### src/rtl/mmio_uart_tx.sv
// Memory-mapped 8N1 serial transmitter: bus stores to the TX address queue bytes
// in a small FIFO that an internal FSM drains onto the tx line LSB first.
module mmio_uart_tx #(
  parameter logic [7:0] TX_ADDR      = 8'hFE,
  parameter logic [7:0] STAT_ADDR    = 8'hFF,
  parameter int         DEPTH        = 4,
  parameter int         CLKS_PER_BIT = 4
) (
  input  logic       clock,
  input  logic       reset,
  input  logic       we,
  input  logic [7:0] addr,
  input  logic [7:0] wdata,
  output logic       tx,
  output logic       stat_sel,
  output logic [7:0] stat_data,
  output logic       busy
);

  localparam int PW = $clog2(DEPTH);
  localparam int CW = $clog2(DEPTH + 1);
  localparam int BW = $clog2(CLKS_PER_BIT);

  typedef enum logic [1:0] {IDLE, START, DATA, STOP} stateT;

  stateT           state, stateNext;
  logic [7:0]      mem [DEPTH];
  logic [PW-1:0]   wrPtr, rdPtr;
  logic [CW-1:0]   count;
  logic            hitQ, clrQ, overflow;
  logic            txHit, clrHit, push, clr, pop, accept, ovSet;
  logic            empty, full, lastTick;
  logic [BW-1:0]   baud, baudNext;
  logic [2:0]      bitIdx, bitNext;
  logic [7:0]      shift, shiftNext;
  logic            txReg, txNext;

  // A strobe held for several cycles only counts once: act on the rising edge of each hit.
  assign txHit  = we && (addr == TX_ADDR);
  assign clrHit = we && (addr == STAT_ADDR);
  assign push   = txHit && !hitQ;
  assign clr    = clrHit && !clrQ;
  assign empty  = (count == '0);
  assign full   = (count == CW'(DEPTH));
  assign pop    = (state == IDLE) && !empty;
  assign accept = push && (!full || pop);
  assign ovSet  = push && full && !pop;

  assign busy      = (state != IDLE);
  assign tx        = txReg;
  assign stat_sel  = (addr == STAT_ADDR) && !we;
  assign stat_data = {4'b0, overflow, busy, full, empty};

  always_ff @(posedge clock) begin
    if (accept) mem[wrPtr] <= wdata;
  end

  // A dropped byte sets overflow even when a clear lands on the same edge.
  always_ff @(posedge clock or posedge reset) begin
    if (reset) begin
      wrPtr    <= '0;
      rdPtr    <= '0;
      count    <= '0;
      hitQ     <= 1'b0;
      clrQ     <= 1'b0;
      overflow <= 1'b0;
    end else begin
      hitQ <= txHit;
      clrQ <= clrHit;
      if (accept) wrPtr <= wrPtr + PW'(1);
      if (pop)    rdPtr <= rdPtr + PW'(1);
      case ({accept, pop})
        2'b10:   count <= count + CW'(1);
        2'b01:   count <= count - CW'(1);
        default: count <= count;
      endcase
      if (ovSet)    overflow <= 1'b1;
      else if (clr) overflow <= 1'b0;
    end
  end

  always_ff @(posedge clock or posedge reset) begin
    if (reset) begin
      state  <= IDLE;
      baud   <= '0;
      bitIdx <= '0;
      shift  <= '0;
      txReg  <= 1'b1;
    end else begin
      state  <= stateNext;
      baud   <= baudNext;
      bitIdx <= bitNext;
      shift  <= shiftNext;
      txReg  <= txNext;
    end
  end

  assign lastTick = (baud == BW'(CLKS_PER_BIT - 1));

  // txNext is the line level for the state being entered, so tx changes right on the edge.
  always_comb begin
    stateNext = state;
    baudNext  = baud;
    bitNext   = bitIdx;
    shiftNext = shift;
    txNext    = 1'b1;
    case (state)
      IDLE: begin
        if (!empty) begin
          stateNext = START;
          shiftNext = mem[rdPtr];
          baudNext  = '0;
          txNext    = 1'b0;
        end
      end
      START: begin
        txNext = 1'b0;
        if (lastTick) begin
          stateNext = DATA;
          baudNext  = '0;
          bitNext   = '0;
          txNext    = shift[0];
        end else begin
          baudNext = baud + BW'(1);
        end
      end
      DATA: begin
        txNext = shift[0];
        if (lastTick) begin
          baudNext  = '0;
          shiftNext = {1'b0, shift[7:1]};
          if (bitIdx == 3'd7) begin
            stateNext = STOP;
            txNext    = 1'b1;
          end else begin
            bitNext = bitIdx + 3'd1;
            txNext  = shift[1];
          end
        end else begin
          baudNext = baud + BW'(1);
        end
      end
      STOP: begin
        if (lastTick) begin
          stateNext = IDLE;
          baudNext  = '0;
        end else begin
          baudNext = baud + BW'(1);
        end
      end
      default: stateNext = IDLE;
    endcase
  end

endmodule

### config.mk
export PLATFORM = sky130hd
export DESIGN_NAME = mmio_uart_tx
export DESIGN_NICKNAME = d
export VERILOG_FILES = /design/src/rtl/mmio_uart_tx.sv
export SDC_FILE = /design/constraint.sdc
export NUM_CORES = 1
export LEC_CHECK = 0
export CAP_MARGIN = 15
export CORE_MARGIN = 4
export CORE_UTILIZATION = 60
export DETAILED_ROUTE_END_ITERATION = 12
export HOLD_SLACK_MARGIN = 0.1
export PLACE_DENSITY = 0.84
export SLEW_MARGIN = 25
export SYNTH_ARGS = -nofsm -noshare
export SYNTH_HDL_FRONTEND = slang
export SYNTH_SLANG_ARGS = --single-unit
### constraint.sdc
create_clock -name clock -period 4.7 [get_ports clock]
set_input_delay 0.705 -clock clock [delete_from_list [all_inputs] [get_ports clock]]
set_output_delay 0.705 -clock clock [all_outputs]
set_load 0.01 [all_outputs]
## Yosys cells after proc, flatten, opt, wreduce, memory -nomap -nowiden

Memories as Yosys holds them, arrays and structs flattened.
Cells that the tools add are included.

| cells by class | value |
|---|---|
| add/subtract/negate cells | 6 |
| equality and inequality tests | 16 |
| mux-type cells | 26 |
| reduce and logical (&&, ||, !) cells | 27 |

Operators with widths:

| operator | number |
|---|---|
| $eq 8x8->1 const B | 2 |
| $mux 8 | 2 |
| $pmux 8 s2 | 1 |
| $mux 2 | 7 |
| $ne 2x2->1 const B | 6 |
| $pmux 3 s2 | 2 |
| $reduce_bool 2->1 | 5 |
| $logic_and 1x1->1 | 9 |
| $mux 3 | 3 |
| $eq 2x2->1 const B | 4 |
| $mux 1 | 8 |
| $pmux 2 s4 | 1 |
| $add 2x1->2 const B | 3 |
| $add 3x1->3 const B | 2 |
| $eq 3x3->1 const B | 2 |
| $logic_not 1->1 | 6 |
| $reduce_and 5->1 | 1 |
| $eq 2x1->1 const B | 2 |
| $pmux 2 s2 | 1 |
| $reduce_and 4->1 | 1 |
| $logic_not 3->1 | 1 |
| $pmux 1 s3 | 1 |
| $reduce_and 3->1 | 1 |
| $reduce_or 3->1 | 1 |
| 3 further kinds | 3 |

| word-level totals | value |
|---|---|
| register bits | 26 |
| RAM bits | 32 |
| input bits | 19 |
| output and inout bits | 11 |
| word-level logic and storage cells | 87 |
| memories kept | 1 |

Memory list:

| name | words | bits a word | read ports | clocked after Yosys merged registers in | write ports | line | source |
|---|---|---|---|---|---|---|---|
| mem | 4 | 8 | 1 | 0 | 1 | 27 | `logic [7:0] mem [DEPTH];` |

## Depth between registers and ports, before layout

Gate-level depths: netlist of run 1.

| depth | value |
|---|---|
| word-level depth | 7 |
| gate-level depth with buffers | 8 |
| depth with buffers taken out | 8 |

## Worst setup path before layout of run 1

OpenSTA, ideal clock, no wires.

| timing | value |
|---|---|
| path type | input-to-output |
| start point | in addr[6] |
| end point | out stat_sel |
| data arrival time | 1.325 ns |
| data required time | 3.995 ns |
| path slack | 2.670 ns |
| stages on the path | 4 |
| buffers on the path | 0 |
| path through | nand4_1 > nor2_1 > nand2_1 > nor2_1 |

| between the ends | value |
|---|---|
| longest elaborated chain between the ends | 2 |

Ends and longest elaborated chain:

| element | line | source |
|---|---|---|
| from (decl) | 12 | `input logic [7:0] addr,` |
| $eq 8x8->1 | 51 | `assign stat_sel = (addr == STAT_ADDR) && !we;` |
| $logic_and 1x1->1 | 51 |  |
| to (decl) | 15 | `output logic stat_sel,` |

Every way passes these cells.

## Final worst setup path of run 1

Ends and elaborated chain as after synthesis.

==> results.py, run 1 <==
metrics = {
    "drt": {
        "drc_errors": 0,
        "wl_per_cell_um": 17.11,
        "via_per_inst": 5.758,
        "postRouteAntennaNets": 0,
        "firstDrtPassIters": 4,
        "finalWirelength_mm": 4.672,
        "vias": 1572,
        "initialDrtViolationCount": 55,
    },
    "critical_path": {
        "crit_fanout": 4,
        "endpoint_kind": "output pin",
        "crit_buf_inv": 2,
        "max_stage_delay_ps": 540,
        "crit_chain": "clkdlybuf4s50_1, nand4_1, nor2_1, nand2_1, nor2_1, clkdlybuf4s50_1",
        "crit_family": "buffers and inverters",
        "timing.rr.start": "state[0]",
        "crit_type": "in2out",
        "slowest_stage": "clkdlybuf4s50_1",
        "required_ps": 3990,
        "startpoint_type": "primary input",
        "r2r_end": "shift[0]",
        "regToRegSetupSlack_ps": 2350,
        "arrival_ps": 2440,
        "crit_start": "addr[6]",
        "r2r_cells": 6,
    },
    "synth": {
        "synthSimpleGateAreaFrac": 0.1038,
        "synth-seq-cells": 58,
        "synth_commonest_cells": "32 x edfxtp_1, 25 x dfrtp_1, 13 x ha_1, 13 x nor2_1",
        "synthMuxAreaShare": 0.1079,
        "synth-edff-count": 32,
        "yosysTopAreaCell": "edfxtp_1",
        "async_flop_share": 0.4483,
        "synth_top_family_by_area": "multiplexers",
        "synth_xor_area_frac": 0.01608,
        "yosysTopAreaCellShare": 0.3528,
        "synth-main-ff-cell": "edfxtp_1",
        "synthesis.area_sq_um": 2724,
        "netlist_instances": 190,
        "yosysMostFrequentCell": "edfxtp_1",
        "syn_area_per_cell_sq_um": 14.34,
        "synth-compound-area-share": 0.07074,
        "yosys_warnings": 0,
        "synthTopCellsByArea": "edfxtp_1 35%, dfrtp_1 23%, mux4_2 6.6%, ha_1 6.0%, mux2i_1 2.9%",
        "ys_seq_area_frac": 0.5921,
        "yosysUniqueCellTypes": 44,
        "synthAdderAreaFrac": 0.06706,
    },
    "placement": {
        "place_congestion": 0.8084,
        "dp_hpwl_mm": 3.369,
        "place.port_buffers": 25,
        "placed_cells": 257,
    },
    "floorplanning": {
        "core_region_area_sq_um": 4384,
        "die_y_um": 75.38,
        "initial_core_util": 0.6213,
        "die_w_um": 75.38,
        "num_io_pins": 30,
        "rows": 24,
        "dieArea_sq_um": 5681,
    },
    "timing": {
        "slew_headroom": 0.4295,
        "finalCriticalPeriod_ps": 3147,
        "hold_viol": 0,
        "holdWs_ps": 512.5,
        "rsz0062_at_grt": "false",
        "finalSetupTns_ps": 0,
        "worst_slew_pin_slew_ps": 851.1,
        "finalSetupViolCount": 0,
        "slew_viol_final": 0,
        "skew_ps": 5.260,
        "period_share": 0.6695,
        "fmax_ghz": 0.3178,
    },
    "pwr": {
        "power.density_nw_per_um2": 422.0,
        "irDropWorstVdd_uv": 264.3,
        "fin_total_pwr_mw": 1.339,
        "p_leak_nw": 1.244,
    },
    "clock_network": {
        "cts_root_buf": "clkbuf_8",
        "numCtsBuffers": 9,
        "clockBufferDepth": 2,
        "cts_sinks": 58,
        "cts-htree-levels": 3,
        "clock_latency_ps": 330,
        "cts_setup_buffers": 0,
        "clkTransAtPathRegs_ps": 60,
        "cts_hold_buf": 0,
        "cts-resized-gates": 0,
        "cts_tree": "done",
    },
    "cells_and_area": {
        "drive_above_1_share": 0.1629,
        "nets": 249,
        "antenna_cells": 0,
        "areaGrowthSynthToFinish_pct": 16.49,
        "stdcell_count": 273,
    },
    "worst_hold_path": {
        "worstHoldPathType": "reg2reg",
        "whs_path_depth": 2,
        "min_from": "baud[0]",
        "min_to": "baud[0]",
    },
    "global_routing": {
        "grt_pass1_wl_mm": 7.445,
        "gr-total-overflow": 0,
        "grt_pass1_vias": 1591,
        "grt_max_degree": 27,
        "gr-usage-all-layers": 0.1848,
        "antenna_found_initial": 0,
    },
    "outcome": {
        "status": "completed",
    },
    "flow_run": {
        "cap_violations": 0,
    },
}
==> worst min-delay path: cells and delay by family, from the launching register on <==
family           cells  cell delay, ps
flip-flops           1             360
AND/OR/NAND/NOR      1              50
AO/OA/AOI/OAI        1              60
==> state kept, by name, indices dropped and copies added (netlist names), 2 cells and up <==
| register | flops |
|---|---|
| baud | 2 |
| bitIdx | 3 |
| wrPtr | 2 |
| count | 3 |
| state | 2 |
| rdPtr | 2 |
| shift | 8 |
| mem | 32 |
==> metrics by stage <==
step | utilization | instance area (sq um) | worst slack, ps
after CTS | 0.7237 | 3173 | 1560
after detailed placement | 0.6772 | 2969 | 1592
final | 0.7237 | 3173 | 1553
after floorplan | - | 2735 | 2670
after global placement | 0.6772 | 2969 | 1704
after global routing | 0.7237 | 3173 | 1448
==> cell families after synthesis <==
group / Yosys count
xor+xnor: 5
other cells: 1
flops: 58
mux: 19
buf+inv: 21
compound gates: 27
fa+ha+maj: 14
simple gates: 45
==> layout by cell type, fill, tap and decap left out, types with 3 or more instances in the layout <==
master	instances
edfxtp_1	32
dfrtp_1	25
clkdlybuf4s50_1	25
nor2_1	13
ha_1	13
clkbuf_8	10
nand2_1	8
mux4_2	8
mux2i_1	8
o21ai_0	7
inv_1	7
a21oi_1	7
a22o_1	5
and2_1	5
xnor2_1	4
conb_1	4
clkinvlp_4	3
==> how the worst max path moves through the flow <==
| stage | endpoint | cells past startpoint |
|---|---|---|
| after floorplan | stat_sel | 4 |
| after global placement | stat_sel | 6 |
| after detailed placement | stat_sel | 6 |
| after CTS | stat_sel | 6 |
| after global routing | stat_sel | 6 |
| final | stat_sel | 6 |
==> power breakdown <==
group | switching [mW] | total, mW | leakage, nW | internal, mW
clock | 0.192 | 0.451 | 0.0945 | 0.258
sequential | 0.0546 | 0.660 | 0.590 | 0.605
combinational | 0.115 | 0.229 | 0.560 | 0.114
total | 0.361 | 1.34 | 1.24 | 0.978
==> layout make-up <==
type,instances,area (sq um)
Sequential cell,58,1613
Fill cell,275,1211
Multi-Input combinational cell,114,1011
Timing Repair Buffer,25,250.2
Clock buffer,10,137.6
Clock inverter,6,66.31
Tap cell,52,65.06
Inverter,8,30.03
==> layer usage <==
metal / up-vias / global-route usage / share of wire
li1: 742 / - / -
met1: 788 / 0.2045 / 0.40
met2: 29 / 0.3250 / 0.53
met3: 13 / 0.05937 / 0.040
met4: 0 / 0.08155 / 0.027
met5: - / 0 / 0
Power figures use the tool's default switching activity.
==> run 2: changes to the inputs <==
--- a/config.mk
+++ b/config.mk
@@ -7,10 +7,10 @@
 export LEC_CHECK = 0
 export CAP_MARGIN = 15
 export CORE_MARGIN = 4
-export CORE_UTILIZATION = 60
+export CORE_UTILIZATION = 50
 export DETAILED_ROUTE_END_ITERATION = 12
 export HOLD_SLACK_MARGIN = 0.1
-export PLACE_DENSITY = 0.84
+export PLACE_DENSITY = 0.75
 export SLEW_MARGIN = 25
 export SYNTH_ARGS = -nofsm -noshare
 export SYNTH_HDL_FRONTEND = slang
==> constraint.sdc (replaced) <==
create_clock -name clock -period 2.67 [get_ports clock]
set_input_delay 0.4005 -clock clock [delete_from_list [all_inputs] [get_ports clock]]
set_output_delay 0.4005 -clock clock [all_outputs]
set_load 0.01 [all_outputs]
==> run 2 against run 1 <==
Against the previous run: core utilization shrank 11 points; largest power group unchanged; die area is 18% higher; clock-buffer cell count down 1; cell area about the same; combinational power increased by 67%; hold slack worse by 85 ps; sequential share of layout area is essentially flat; highest routed layer unchanged; non-clock buffer count up 3; clock power up 42%; worst setup slack lost 1400 ps.
==> results.py, run 2 (synthesis results as in run 1) <==
metrics = {
    "cells_and_area": {
        "final_common_cell": "edfxtp_1",
        "nets": 252,
        "top_register": "mem",
        "final_area_sq_um": 3174,
        "areaGrowthSynthToFinish_pct": 16.54,
        "drive_above_1_share": 0.1563,
        "antenna_cells": 0,
        "reg_top3": "mem x32, shift x8",
        "final_cell_mix": "32 x edfxtp_1, 25 x dfrtp_1, 25 x clkdlybuf4s50_1, 13 x nor2_1, 13 x ha_1",
        "largest_reg_flops": 32,
    },
    "timing": {
        "slew_viol_final": 0,
        "slew_headroom": 0.4605,
        "fmax_ghz": 0.4049,
        "holdWs_ps": 427.3,
        "hold_viol": 0,
        "period_share": 0.9250,
        "finalCriticalPeriod_ps": 2470,
        "finalSetupTns_ps": 0,
        "skew_ps": 5.033,
        "worst_slew_pin_slew_ps": 804.9,
        "finalSetupViolCount": 0,
        "rsz0062_at_grt": "false",
    },
    "drt": {
        "drc_errors": 0,
        "wl_met1_mm": 1.975,
        "postRouteAntennaNets": 0,
        "finalWirelength_mm": 4.375,
        "dr.max_layer_used": "met4",
        "wl_met2_mm": 2.129,
        "via_per_inst": 5.224,
        "initialDrtViolationCount": 46,
        "wl_met3_um": 210,
        "firstDrtPassIters": 4,
        "wl_per_cell_um": 14.88,
        "vias": 1536,
    },
    "clock_network": {
        "clockBufferDepth": 2,
        "cts_sinks": 58,
        "numCtsBuffers": 9,
        "cts-htree-levels": 3,
        "cts_tree": "done",
        "clock_latency_ps": 330,
        "cts_root_buf": "clkbuf_8",
        "cts-resized-gates": 0,
        "cts_setup_buffers": 0,
        "clkTransAtPathRegs_ps": 60,
        "cts_hold_buf": 0,
    },
    "flow_run": {
        "cap_violations": 0,
    },
    "pwr": {
        "p_sw_mw": 0.5946,
        "power.density_nw_per_um2": 687.8,
        "p_int_mw": 1.589,
        "irDropWorstVdd_uv": 410.2,
        "swShare": 0.2723,
        "pwr-share-clk": 0.294,
        "pwr-share-seq": 0.530,
        "p_leak_nw": 1.243,
        "comb_power_share": 0.175,
    },
    "critical_path": {
        "endpoint": "stat_sel",
        "crit_chain": "clkdlybuf4s50_1, nand4_1, nor2_1, nand2_1, nor2_1, clkdlybuf4s50_1",
        "max_stage_delay_ps": 550,
        "endpoint_kind": "output pin",
        "r2r_end": "count[1]",
        "crit_type": "in2out",
        "crit_fanout": 4,
        "timing.rr.start": "state[0]",
        "required_ps": 2270,
        "slowest_stage": "clkdlybuf4s50_1",
        "arrival_ps": 2070,
        "regToRegSetupSlack_ps": 410,
        "crit_start": "addr[6]",
        "startpoint_type": "primary input",
        "r2r_cells": 6,
    },
    "global_routing": {
        "grt_max_degree": 27,
        "grt_pass1_vias": 1590,
        "gr-usage-all-layers": 0.1539,
        "grt_pass1_wl_mm": 7.362,
        "gr-total-overflow": 0,
        "antenna_found_initial": 0,
    },
    "floorplanning": {
        "core_region_area_sq_um": 5205,
        "dieArea_sq_um": 6693,
        "initial_core_util": 0.5233,
        "die_y_um": 81.81,
        "die_w_um": 81.81,
        "rows": 26,
        "num_io_pins": 30,
    },
    "outcome": {
        "status": "completed",
    },
    "worst_hold_path": {
        "worstHoldPathType": "in2async",
    },
    "placement": {
        "place.port_buffers": 25,
        "place_area_sq_um": 3014,
        "dp_hpwl_mm": 3.152,
        "place_congestion": 0.7939,
    },
}
run 2: changes by cell type in the layout (fill, tap and decap cells not counted), sizes merged:
cell	delta
buf	+3
clkbuf	-1
clkinvlp	-1
bufinv	-1
clkinv	+3
run 2: how the worst min path moves through the flow:
| stage | slack, ps | endpoint | cells past startpoint | from |
|---|---|---|---|---|
| detailed placement | 490 | baud[1] | 2 | baud[1] |
| CTS | 430 | state[1] | 3 | reset |
| finish | 430 | state[0] | 3 | reset |
| floorplan | 440 | baud[0] | 1 | reset |
| global route | 480 | state[0] | 3 | reset |
| global placement | 480 | baud[1] | 2 | baud[1] |
run 2: metrics by stage:
step	setup slack (ps)	std cells	util	power (mW)
after floorplan	643.4	193	-	1.447
after global placement	223.1	278	0.5791	1.545
after detailed placement	210.7	278	0.5791	1.563
after CTS	211.8	294	0.6099	2.210
after global routing	49.53	294	0.6099	2.305
final	200.3	294	0.6099	2.183
run 2: final cells by class:
class / instances / area [sq um]
inverters: 8 / 30.03
clock inverters: 7 / 36.28
repair buffers: 28 / 272.8
well taps: 70 / 87.58
fillers: 397 / 2031
multi-input cells: 114 / 1011
flip-flops and latches: 58 / 1613
clock buffers: 9 / 123.9
run 2: power by group through the flow:
stage	clock (mW)	combinational [mW]	sequential, mW
after floorplan	0	0.290	1.16
after global placement	0	0.374	1.17
after detailed placement	0	0.386	1.18
after CTS	0.662	0.388	1.16
after global routing	0.702	0.432	1.17
final	0.642	0.383	1.16
run 2: worst max-delay path: cells and delay by family:
family / cells / cell delay [ps]
buffers and inverters: 2 / 1020
AND/OR/NAND/NOR: 4 / 640
run 2: metal layers:
layer,global-route usage,vias to the layer above
met5,0,-
met4,0.06312,0
met3,0.07018,5
met2,0.2480,35
met1,0.1781,747
li1,-,749
